## src/rtl/pipe_ctrl_pkg.sv

```systemverilog
// pipe_ctrl_pkg: state encoding and default sizes shared by the pipeline
// controller and its performance counters.
package pipe_ctrl_pkg;

  typedef enum logic [1:0] {
    BOOT    = 2'd0,
    RUN     = 2'd1,
    MEMWAIT = 2'd2,
    HALT    = 2'd3
  } pipeState_e;

  localparam int DEF_CNT_W  = 16;
  localparam int DEF_MEM_TO = 255;
  localparam int DEF_TO_W   = 8;

endpackage

```

## src/rtl/pipe_ctrl_sat_counter.sv

```systemverilog
// sat_counter: W-bit event counter that sticks at all-ones.
// Ports: clk, rst (async, active-high), inc (count this cycle),
//        clr (synchronous clear, wins over inc), cnt (current value).
module sat_counter #(
  parameter int W = 16
) (
  input  logic         clk,
  input  logic         rst,
  input  logic         inc,
  input  logic         clr,
  output logic [W-1:0] cnt
);

  always_ff @(posedge clk or posedge rst) begin
    if (rst)                    cnt <= '0;
    else if (clr)               cnt <= '0;
    else if (inc && cnt != '1)  cnt <= cnt + W'(1);
  end

endmodule

```

## src/rtl/pipe_ctrl.sv

```systemverilog
// pipe_ctrl: sequences the IF/ID/EX/MEM/WB pipeline from hazard, branch,
// data-memory and halt/resume events.
// Inputs : doStall, doFwd, brTaken, memReq, memAck, halt, resume, cntClr.
// Outputs: per-stage enables enIF/enID/enEX/enMEM, bubble controls
//          flushID/flushEX, halted, sticky memErr, and saturating
//          stallCnt/flushCnt/fwdCnt performance counters.
// All pipeline controls are combinational from state and inputs.
module pipe_ctrl
  import pipe_ctrl_pkg::*;
#(
  parameter int CNT_W  = DEF_CNT_W,
  parameter int MEM_TO = DEF_MEM_TO,
  parameter int TO_W   = DEF_TO_W
) (
  input  logic             clk,
  input  logic             rst,
  input  logic             doStall,
  input  logic             doFwd,
  input  logic             brTaken,
  input  logic             memReq,
  input  logic             memAck,
  input  logic             halt,
  input  logic             resume,
  input  logic             cntClr,
  output logic             enIF,
  output logic             enID,
  output logic             enEX,
  output logic             enMEM,
  output logic             flushID,
  output logic             flushEX,
  output logic             halted,
  output logic             memErr,
  output logic [CNT_W-1:0] stallCnt,
  output logic [CNT_W-1:0] flushCnt,
  output logic [CNT_W-1:0] fwdCnt
);

  pipeState_e state, nextState;
  logic [TO_W-1:0] wdCnt;
  logic memWait, wdHit;
  logic stallInc, flushInc, fwdInc;

  // A miss in MEM freezes everything; a same-cycle ack is a normal access.
  assign memWait = memReq & ~memAck;
  assign wdHit   = (wdCnt == TO_W'(MEM_TO));

  // State register
  always_ff @(posedge clk or posedge rst) begin
    if (rst) state <= BOOT;
    else     state <= nextState;
  end

  // Next-state logic
  always_comb begin
    nextState = state;
    case (state)
      BOOT:    nextState = RUN;
      RUN: begin
        if (halt)         nextState = HALT;
        else if (memWait) nextState = MEMWAIT;
      end
      MEMWAIT: begin
        if (memAck)     nextState = RUN;
        else if (wdHit) nextState = HALT;
      end
      HALT:    if (resume && !memErr) nextState = RUN;
      default: nextState = BOOT;
    endcase
  end

  // Output logic
  always_comb begin
    enIF = 1'b0; enID = 1'b0; enEX = 1'b0; enMEM = 1'b0;
    flushID = 1'b0; flushEX = 1'b0; halted = 1'b0;
    stallInc = 1'b0; flushInc = 1'b0; fwdInc = 1'b0;
    case (state)
      BOOT: begin
        flushID = 1'b1;
        flushEX = 1'b1;
      end
      RUN: begin
        if (halt) begin
          // everything frozen, nothing counted
        end else if (memWait) begin
          // branch/stall decisions stay in the frozen stages for later
          stallInc = 1'b1;
        end else if (brTaken) begin
          // the branch squashes whatever the stall would have held
          {enIF, enID, enEX, enMEM} = 4'hF;
          flushID  = 1'b1;
          flushEX  = 1'b1;
          flushInc = 1'b1;
          fwdInc   = doFwd;
        end else if (doStall) begin
          enEX     = 1'b1;
          enMEM    = 1'b1;
          flushEX  = 1'b1;
          stallInc = 1'b1;
        end else begin
          {enIF, enID, enEX, enMEM} = 4'hF;
          fwdInc = doFwd;
        end
      end
      MEMWAIT: stallInc = 1'b1;
      HALT:    halted   = 1'b1;
      default: ;
    endcase
  end

  // Memory-wait watchdog: 1 on entry, counts MEMWAIT cycles, trips at MEM_TO.
  always_ff @(posedge clk or posedge rst) begin
    if (rst) begin
      wdCnt  <= '0;
      memErr <= 1'b0;
    end else begin
      case (state)
        RUN:     if (!halt && memWait) wdCnt <= TO_W'(1);
        MEMWAIT: begin
          if (memAck) begin
            wdCnt <= '0;
          end else if (wdHit) begin
            wdCnt  <= '0;
            memErr <= 1'b1;
          end else begin
            wdCnt <= wdCnt + TO_W'(1);
          end
        end
        default: wdCnt <= '0;
      endcase
    end
  end

  sat_counter #(.W(CNT_W)) uStallCnt (
    .clk(clk), .rst(rst), .inc(stallInc), .clr(cntClr), .cnt(stallCnt));
  sat_counter #(.W(CNT_W)) uFlushCnt (
    .clk(clk), .rst(rst), .inc(flushInc), .clr(cntClr), .cnt(flushCnt));
  sat_counter #(.W(CNT_W)) uFwdCnt (
    .clk(clk), .rst(rst), .inc(fwdInc), .clr(cntClr), .cnt(fwdCnt));

endmodule

```

## config.mk

```make
export PLATFORM = sky130hd
export DESIGN_NAME = pipe_ctrl
export DESIGN_NICKNAME = d
export VERILOG_FILES = /design/src/rtl/pipe_ctrl_pkg.sv /design/src/rtl/pipe_ctrl_sat_counter.sv /design/src/rtl/pipe_ctrl.sv
export SDC_FILE = /design/constraint.sdc
export NUM_CORES = 1
export LEC_CHECK = 0
export ABC_AREA = 1
export CORE_MARGIN = 10
export CORE_UTILIZATION = 30
export DETAILED_ROUTE_END_ITERATION = 16
export DONT_BUFFER_PORTS = 1
export PLACE_DENSITY = 0.56
export SETUP_SLACK_MARGIN = 0.1
export SKIP_CTS_REPAIR_TIMING = 1
export SYNTH_ARGS = -nofsm -noshare
export SYNTH_HDL_FRONTEND = slang
export SYNTH_SLANG_ARGS = --single-unit
```

## constraint.sdc

```tcl
create_clock -name clk -period 4.6 [get_ports clk]
set_clock_uncertainty 0.2 [all_clocks]
set_input_delay 1.38 -clock clk [delete_from_list [all_inputs] [get_ports clk]]
set_output_delay 1.38 -clock clk [all_outputs]
set_load 0.05 [all_outputs]
```

# Word level (Yosys, flattened, before mapping)
# Index checks and enable logic that the tools add are counted.
dict set report word_totals {
  ff_bits 59
}
dict set report classes {
  n_bitwise 2
  add_sub_neg 4
  muxes 44
  n_eq_ne 11
  n_reduce_logical 13
}
# operator count
set ops {}
lappend ops {{2-to-1 mux 16 bit} 6}
lappend ops {{adder 16 x 1 -> 16 bit, second input constant} 3}
lappend ops {{inequality test 16 bit, second input constant} 3}
lappend ops {{2-to-1 mux 1 bit} 25}
lappend ops {{2-to-1 mux 8 bit} 3}
lappend ops {{case mux 8 bit (2 select lines)} 1}
lappend ops {{2-to-1 mux 2 bit} 5}
lappend ops {{adder 8 x 1 -> 8 bit, second input constant} 1}
lappend ops {{equality test 8 bit, second input constant} 1}
lappend ops {{case mux 2 bit (4 select lines)} 1}
lappend ops {{inequality test 3 bit, second input constant} 2}
lappend ops {{case mux 1 bit (2 select lines)} 3}
lappend ops {{AND reduction 3 bit} 2}
lappend ops {{nonzero test 2 bit} 3}
lappend ops {{logical AND 1 bit} 5}
lappend ops {{equality test 2 bit, second input constant} 2}
lappend ops {{inequality test 2 bit, second input constant} 2}
lappend ops {{equality test 2 x 1 -> 1 bit, second input constant} 1}
lappend ops {{logical NOT 1 bit} 2}
lappend ops {{logical NOT 2 bit} 1}
lappend ops {{bitwise AND 1 bit} 1}
lappend ops {{NOT 1 bit} 1}

# Logic depth before layout (Yosys ltp)
# Gate-level depths: netlist of the first run.
dict set report logic_depth {
  depth_word 8
  mapped_depth 12
}

# Modules after synthesis
# A second synthesis of the first run with hierarchy kept.
dict set report hier_totals {
  cells_unflattened 601
  hier_area_um2 4067.7
}
# module cells_per_inst seq_area_each_um2 instances area_per_inst_um2
set modules_own_cells {}
lappend modules_own_cells {{sat_counter (uFlushCnt ...)} 159 400.4 2 1083.5}
lappend modules_own_cells {{sat_counter (uStallCnt)} 161 400.4 1 1081.0}
lappend modules_own_cells {pipe_ctrl 122 275.3 1 819.5}

# Worst setup path after synthesis of the first run
# Ideal clock, no wire load.
dict set report synth_timing {
  path_type {input to output}
  startpoint {in memAck}
  endpoint {out flushEX}
  cell_stages 6
  t_arrival_ns 2.437
  path_buffers 0
  setup_slack_ns 0.583
  cell_sequence {inv_1 > nand2_1 > nand2_2 > inv_1 > nand2_1 > nand3_1}
}
dict set report synth_between {
  elab_chain_len 5
}
# item line
set synth_rtl {}
lappend synth_rtl {{start, declared} pipe_ctrl.sv:21} ;# input logic memAck,
lappend synth_rtl {{NOT 1 bit (no line)} --}
lappend synth_rtl {{bitwise AND 1 bit} pipe_ctrl.sv:44} ;# assign memWait = memReq & ~memAck;
lappend synth_rtl {{2-to-1 mux 1 bit} pipe_ctrl.sv:84} ;# end else if (memWait) begin
lappend synth_rtl {{2-to-1 mux 1 bit} pipe_ctrl.sv:82} ;# if (halt) begin
lappend synth_rtl {{case mux 1 bit (2 select lines)} pipe_ctrl.sv:76} ;# case (state)
lappend synth_rtl {{end, declared} pipe_ctrl.sv:30} ;# output logic flushEX,
# Every way passes these cells.

# Final worst setup path of the first run
dict set report layout_timing {
  startpoint {in memAck}
  endpoint {out enIF}
}
dict set report layout_between {
  elab_chain_len 5
}
# item line
set layout_rtl {}
lappend layout_rtl {{NOT 1 bit (no line)} --}
lappend layout_rtl {{bitwise AND 1 bit} pipe_ctrl.sv:44}
lappend layout_rtl {{2-to-1 mux 1 bit (3 in a row)} --}
lappend layout_rtl {{end, declared} pipe_ctrl.sv:25} ;# output logic enIF,
# Every way passes these cells.

==> results of run 1 <==
-- power groups by stage --
stage / sequential (W) / combinational [W] / clock [W]
floorplan: 0.000584 / 0.000303 / 0
global placement: 0.000588 / 0.000372 / 0
detailed placement: 0.000589 / 0.000376 / 0
CTS: 0.000580 / 0.000378 / 0.000759
global route: 0.000583 / 0.000411 / 0.000777
finish: 0.000580 / 0.000372 / 0.000731
-- cells by family after synthesis --
logic type                 count (synthesis)  share of synthesized area, %
and+or+nand+nor                          352                          42.9
DFF                                       59                          37.6
buffers and inverters                     55                          6.40
AOI/OAI and AO/OA                         43                          6.79
xor gates and xnor gates                  17                          3.79
adders and majority gates                  8                          2.55
-- routing by layer --
| metal | routed length, um | track usage, % | part of all wire (%) |
|---|---|---|---|
| met5 | 0 | 0 | 0 |
| met4 | 148 | 4.17 | 1.4 |
| met3 | 1090 | 6.53 | 10 |
| met2 | 4840 | 19.0 | 46 |
| met1 | 4400 | 13.0 | 42 |
-- cells in the final DEF, fill, tap and decap left out, types with 2 or more instances in the layout --
cell type  instances
a21oi_1            3
o21bai_1          12
nand2_1          184
nor2_4             6
o21ai_0           19
o21ai_2            3
nor2_2             5
o21ai_1            2
inv_1             39
nand3b_1           4
dfrtp_1           59
nor2_8             6
and2_1             2
buf_4              4
ha_1               8
bufinv_16          2
or2_2              3
clkbuf_8           2
xor2_1            16
a21o_1             2
clkbuf_16          9
nor2_1            53
nor3b_1            2
inv_2              4
nand2_2            6
nand3_1           44
nand4_1           35
-- state kept, by name, indices dropped and copies added (netlist names) --
name and flops:
uFlushCnt.cnt 16, uFwdCnt.cnt 16, uStallCnt.cnt 16, wdCnt 8, state 2, memErr 1
-- Yosys cell counts, drive strengths merged (3+ instances only) --
| library cell | instances |
|---|---|
| nand3 | 45 |
| buf | 7 |
| nand3b | 4 |
| ha | 8 |
| dfrtp | 59 |
| nor2 | 70 |
| xor2 | 16 |
| nand2 | 191 |
| nand4 | 35 |
| clkbuf | 4 |
| inv | 43 |
| or2 | 3 |
| o21bai | 12 |
| o21ai | 24 |
| a21oi | 3 |
-- worst min-delay path, cell delays in order (launching register included) --
cell	delay [ns]
dfrtp_1	0.37
nand2_1	0.06
nand2_1	0.05
nor2_1	0.03
-- through the flow --
step / cells / hold WS, ns / power (W)
2_1_floorplan: 534 / 0.303 / 0.000887
3_3_place_gp: 700 / 0.325 / 0.000960
3_5_place_dp: 700 / 0.334 / 0.000965
4_1_cts: 714 / 0.347 / 0.00172
5_1_grt: 714 / 0.385 / 0.00177
6_report: 714 / 0.341 / 0.00168
-- area by class of cell --
type	count	area, um^2	share of cell area [%]
multi-input combinational	420	2200	49.7
sequential	59	1480	33.4
clock buffer	12	256	5.80
tap	172	215	4.87
inverter	44	165	3.74
clock inverter	2	60.1	1.36
timing repair buffer	5	50.0	1.13
-- worst paths after layout --
path,slack (ns),startpoint,end
setup / recovery,0.79,memAck,enIF
hold / removal,0.34,wdCnt[7],wdCnt[7]
setup reg to reg,1.93,state[1],uFwdCnt.cnt[0]
hold reg to reg,0.34,wdCnt[7],wdCnt[7]
max in group asynchronous,2.71,rst,state[1]
min in group asynchronous,0.96,rst,uStallCnt.cnt[14]
==> reports/qor.yml, run 1 <==
die:
  pin_count: 66
  fp.dieW_um: 134
  fp-row-count: 41
  core_mm2: 0.0127
  die_area_mm2: 0.0181
  start_util_pct: 30.9
  die_h_um: 134
power:
  pwr-share-clk_pct: 43.4
  p_leak_nw: 2.06
  netSwitchingPower_w: 0.000548
  internal_power_w: 0.00113
  switching_share_pct: 32.6
  comb_power_share_pct: 22.1
  pwr_density_cell_mw_per_mm2: 381
  power.sequential.fraction_pct: 34.4
  ir_worst_vdd_mv: 0.154
sta:
  hold_viol: 0
  worst_pin_slew_ns: 0.806
  setup_viol: 0
  layout_min_cycle_time_ns: 3.81
  max_slew_margin_pct: 46.3
  layout_setup_ws_ns: 0.791
  slew_violations: 0
  rsz0062_at_grt: "false"
  finalCritPeriodShare_pct: 82.8
  max_freq_mhz: 263
  final.setup.tns_ns: 0
clock_network:
  cts_tree: "yes"
  cts_root_buf: "clkbuf_16"
  cts_sinks: 59
  cts_inserted_buffers: 9
  path_clk_slew_ns: 0.05
  htreeDepth: 3
  cts_max_path_buffers: 2
  clock_latency_ns: 0.34
logic_synthesis:
  yosysWarnings: 0
  synth.avg_cell_area_um2: 7.35
  yosys.area.top_type_share_pct: 37.6
  yosysTopAreaCell: "dfrtp_1"
  synth_flop_cell: "dfrtp_1"
  synth-edff-count: 0
  seq_area_frac_synth_pct: 37.6
  synth_nets: 552
  synthTopCellsByArea: "dfrtp_1 (38%), nand2_1 (18%), nand3_1 (5.6%)"
  syn_inst: 534
  ys_ff_latch: 59
  netlist-cell-type-count: 33
  netlist_area_mm2: 0.00393
  ys_async_sr_fraction_pct: 100
layout:
  area_growth_pct: 12.6
  num_antenna_cells: 0
  nets: 557
  drive_gt1_share_pct: 9.78
  utilization_pct: 34.8
  fillers: 1375
  final_area_mm2: 0.00442
drt:
  wl_per_cell_um: 14.7
  vias: 3472
  via_per_inst: 4.86
  drtPass1Iterations: 4
  routed_wl_mm: 10.5
  drt-initial-drc-count: 286
  postRouteAntennaNets: 0
  drcViolationCount: 0
worst_setup_path:
  worstPathArrival_ns: 2.23
  path_depth: 4
  cp_slowest_cell: "nor2_4"
  cp_num_buf_inv: 1
  slowest_delay_ns: 0.55
  critical_path.max_fanout: 3
  worst_path_dominant_cell_family: "simple AND/OR/NAND/NOR gates"
  cp-end-kind: "output port"
  reg2reg_depth: 10
  required_ns: 3.02
  path_cells: "inv_1 > nand2_1 > nand2_1 > nor2_4"
  cp-start-kind: "primary input"
  path_class: "in -> out"
  path_common_cell: "nand2_1"
placed_design:
  place_hpwl_mm: 7.68
  dpl_cell_area_mm2: 0.00411
  place_ws_ns: 0.784
  io_buffer_count: 0
  gp_congestion: 0.836
worst_hold_path:
  hp-class: "reg -> reg"
  hold-path-cell-count: 3
global_routing:
  grt_pass1_wl_mm: 17.2
  antenna_found_initial: 0
  grt_max_degree: 60
  grt.total_usage_pct: 11.9
  grt_pass1_vias: 3301
  grt_overflow: 0
outcome:
  status: "finished clean"
job:
  maxCapViolations: 0
No activity file was read; power rests on OpenSTA's default activity.
==> inputs of run 2 (changes only) <==
- ABC_AREA: 1 -> 0
- PLACE_DENSITY: 0.56 -> 0.57
- clock period: 4.6 -> 3.5 ns (I/O delays scaled with it)
==> reports/qor.yml, run 2 <==
clock_network:
  cts_root_buf: "clkbuf_16"
  htreeDepth: 3  # unchanged
  cts_inserted_buffers: 9  # unchanged
  path_clk_slew_ns: 0.05  # about the same
  cts_tree: "yes"
  cts_sinks: 59  # unchanged
  cts_max_path_buffers: 2  # unchanged
  clock_latency_ns: 0.34  # about the same
layout:
  drive_gt1_share_pct: 13.2  # +3.5 points
  nets: 406  # -27%
  area_growth_pct: 19.2
  mostFrequentLayoutCell: "dfrtp_1"
  seqCellArea_mm2: 0.00148  # unchanged
  multi_input_area_mm2: 0.00180  # -18%
  final_cell_mix: "dfrtp_1 (59), nor2_1 (50), xnor2_1 (30)"
  fillers: 1134  # -18%
  num_antenna_cells: 0  # unchanged
  reg_top3: "uFlushCnt.cnt x16, uFwdCnt.cnt x16, uStallCnt.cnt x16"
sta:
  max_freq_mhz: 321
  max_slew_margin_pct: 47.8  # +1.5 points
  setup_viol: 0  # unchanged
  slew_violations: 0  # unchanged
  hold_viol: 0  # unchanged
  layout_setup_ws_ns: 0.388  # -0.404 ns
  layout_min_cycle_time_ns: 3.11
  final.setup.tns_ns: 0  # unchanged
  whs_ns: 0.328  # -0.0123 ns
  worst_pin_slew_ns: 0.776  # -0.0297 ns
  rsz0062_at_grt: "false"
  finalCritPeriodShare_pct: 88.9
die:
  start_util_pct: 30.9  # +0.054 points
  fp.dieW_um: 126  # -6.1%
  pin_count: 66  # unchanged
  die_area_mm2: 0.0159  # -12%
  core_mm2: 0.0109  # -14%
  die_h_um: 126  # -6.1%
  fp-row-count: 38  # -7.3%
worst_setup_path:
  worstPathArrival_ns: 1.86  # -0.37 ns
  cp_slowest_cell: "dfrtp_1"
  slowest_delay_ns: 0.36  # -0.19 ns
  cp-end-kind: "output port"
  path_cells: "inv_1 > ha_1 > and2b_2 > and2_2 > a21o_1 > buf_12"
  path_class: "reg -> out"
  cp_num_buf_inv: 2  # +1
  cp-start-kind: "register"
  critical_path.max_fanout: 7  # +4
  worst_path_dominant_cell_family: "simple AND/OR/NAND/NOR gates"
  required_ns: 2.25  # -0.77 ns
global_routing:
  antenna_found_initial: 0  # unchanged
  grt_overflow: 0  # unchanged
  grt_pass1_wl_mm: 14.8  # -14%
  grt_pass1_vias: 2690  # -19%
  grt_max_degree: 53  # -12%
  grt.total_usage_pct: 11.5  # -0.40 points
placed_design:
  gp_congestion: 0.758  # -9.3%
  place_ws_ns: 0.392  # -0.392 ns
  place_hpwl_mm: 6.36  # -17%
  io_buffer_count: 0  # unchanged
drt:
  postRouteAntennaNets: 0  # unchanged
  via_per_inst: 5.27  # +8.4%
  vias: 2809  # -19%
  drtPass1Iterations: 4  # unchanged
  wl_per_cell_um: 16.7  # +14%
  drcViolationCount: 0  # unchanged
  drt-initial-drc-count: 169  # -41%
  routed_wl_mm: 8.90  # -15%
logic_synthesis:
  synthTopCellsByArea: "dfrtp_1 (44%), xnor2_1 (7.8%), nor2_1 (5.6%)"
  yosysWarnings: 0  # unchanged
  yosys.area.top_type_share_pct: 43.7  # +6.1 points
  synth_commonest_cells: "dfrtp_1 (59), nor2_1 (50), xnor2_1 (30), nand2_1 (24), nand3_1 (24)"
  synth.avg_cell_area_um2: 9.16  # +25%
  synth_nets: 387  # -30%
  netlist_area_mm2: 0.00338  # -14%
  synth-edff-count: 0  # unchanged
  netlist-cell-type-count: 47  # +42%
  ys_ff_latch: 59  # unchanged
  yosysMostFrequentCell: "dfrtp_1"
  ys_async_sr_fraction_pct: 100  # unchanged
  seq_area_frac_synth_pct: 43.7  # +6.1 points
  syn_inst: 369  # -31%
  yosysTopAreaCell: "dfrtp_1"
  synth_flop_cell: "dfrtp_1"
outcome:
  status: "finished clean"
worst_hold_path:
  hp-class: "reg -> reg"
power:
  finalPower_w: 0.00229  # +36%
  p_leak_nw: 1.60  # -22%
  ir_worst_vdd_mv: 0.507  # +230%
  pwr_density_cell_mw_per_mm2: 569  # +50%
job:
  maxCapViolations: 0  # unchanged
-- run 2: path summary, 6_finish.rpt --
path | startpoint | end | slack [ns] | cells past startpoint
max in group asynchronous | rst | uFwdCnt.cnt[11] | 2.00 | 2
worst min register to register | wdCnt[1] | wdCnt[1] | 0.33 | 2
worst max-delay path | state[1] | flushEX | 0.39 | 6
worst max register to register | state[1] | uStallCnt.cnt[11] | 0.70 | 7
min in group asynchronous | rst | uFlushCnt.cnt[12] | 0.48 | 1
worst min-delay path | wdCnt[1] | wdCnt[1] | 0.33 | 2
-- run 2: through the flow --
stage	utilization, %	instance area [um^2]	cells
6_report	36.8	4030	533
5_1_grt	36.8	4030	533
4_1_cts	36.8	4030	533
3_5_place_dp	33.5	3670	517
3_3_place_gp	33.5	3670	517
2_1_floorplan	-	3380	369
-- run 2: power breakdown --
group	internal, W	switching (W)	leakage [nW]
Sequential	0.000710	0.0000274	0.818
Combinational	0.000156	0.000332	0.601
Clock	0.000752	0.000316	0.179
Total	0.00162	0.000676	1.60
-- run 2: layer usage --
layer | track usage [%] | wire length, um | vias up | part of all wire, %
li1 | - | - | 1385 | -
met2 | 17.5 | 4070 | 63 | 46
met4 | 4.76 | 142 | 0 | 1.6
met1 | 13.6 | 3930 | 1348 | 44
met5 | 0 | 0 | - | 0
met3 | 5.37 | 754 | 13 | 8.5
-- run 2: cell type report --
cell class              instances  area share [%]
clock buffers                  12            6.61
flip-flops and latches         59            36.6
well taps                     140            4.35
inverters                       8           0.745
clock inverters                 4            2.36
repair buffers                 22            4.72
multi-input cells             288            44.6
-- run 2: cells by family (layout without fill, tap and decap cells) --
| logic type | count (synthesis) | count (layout) | share of synthesized area [%] |
|---|---|---|---|
| mux | 7 | 7 | 2.18 |
| flops | 59 | 59 | 43.7 |
| buf+inv | 22 | 46 | 3.33 |
| xor+xnor | 30 | 30 | 7.77 |
| simple gates | 188 | 188 | 29.7 |
| fa+ha+maj | 8 | 8 | 2.96 |
| compound gates | 55 | 55 | 10.4 |
-- run 2: worst min-delay path, stage by stage (launching register included) --
cell and delay, ns:
dfrtp_1 0.38, nand2_1 0.06, nand2_1 0.05
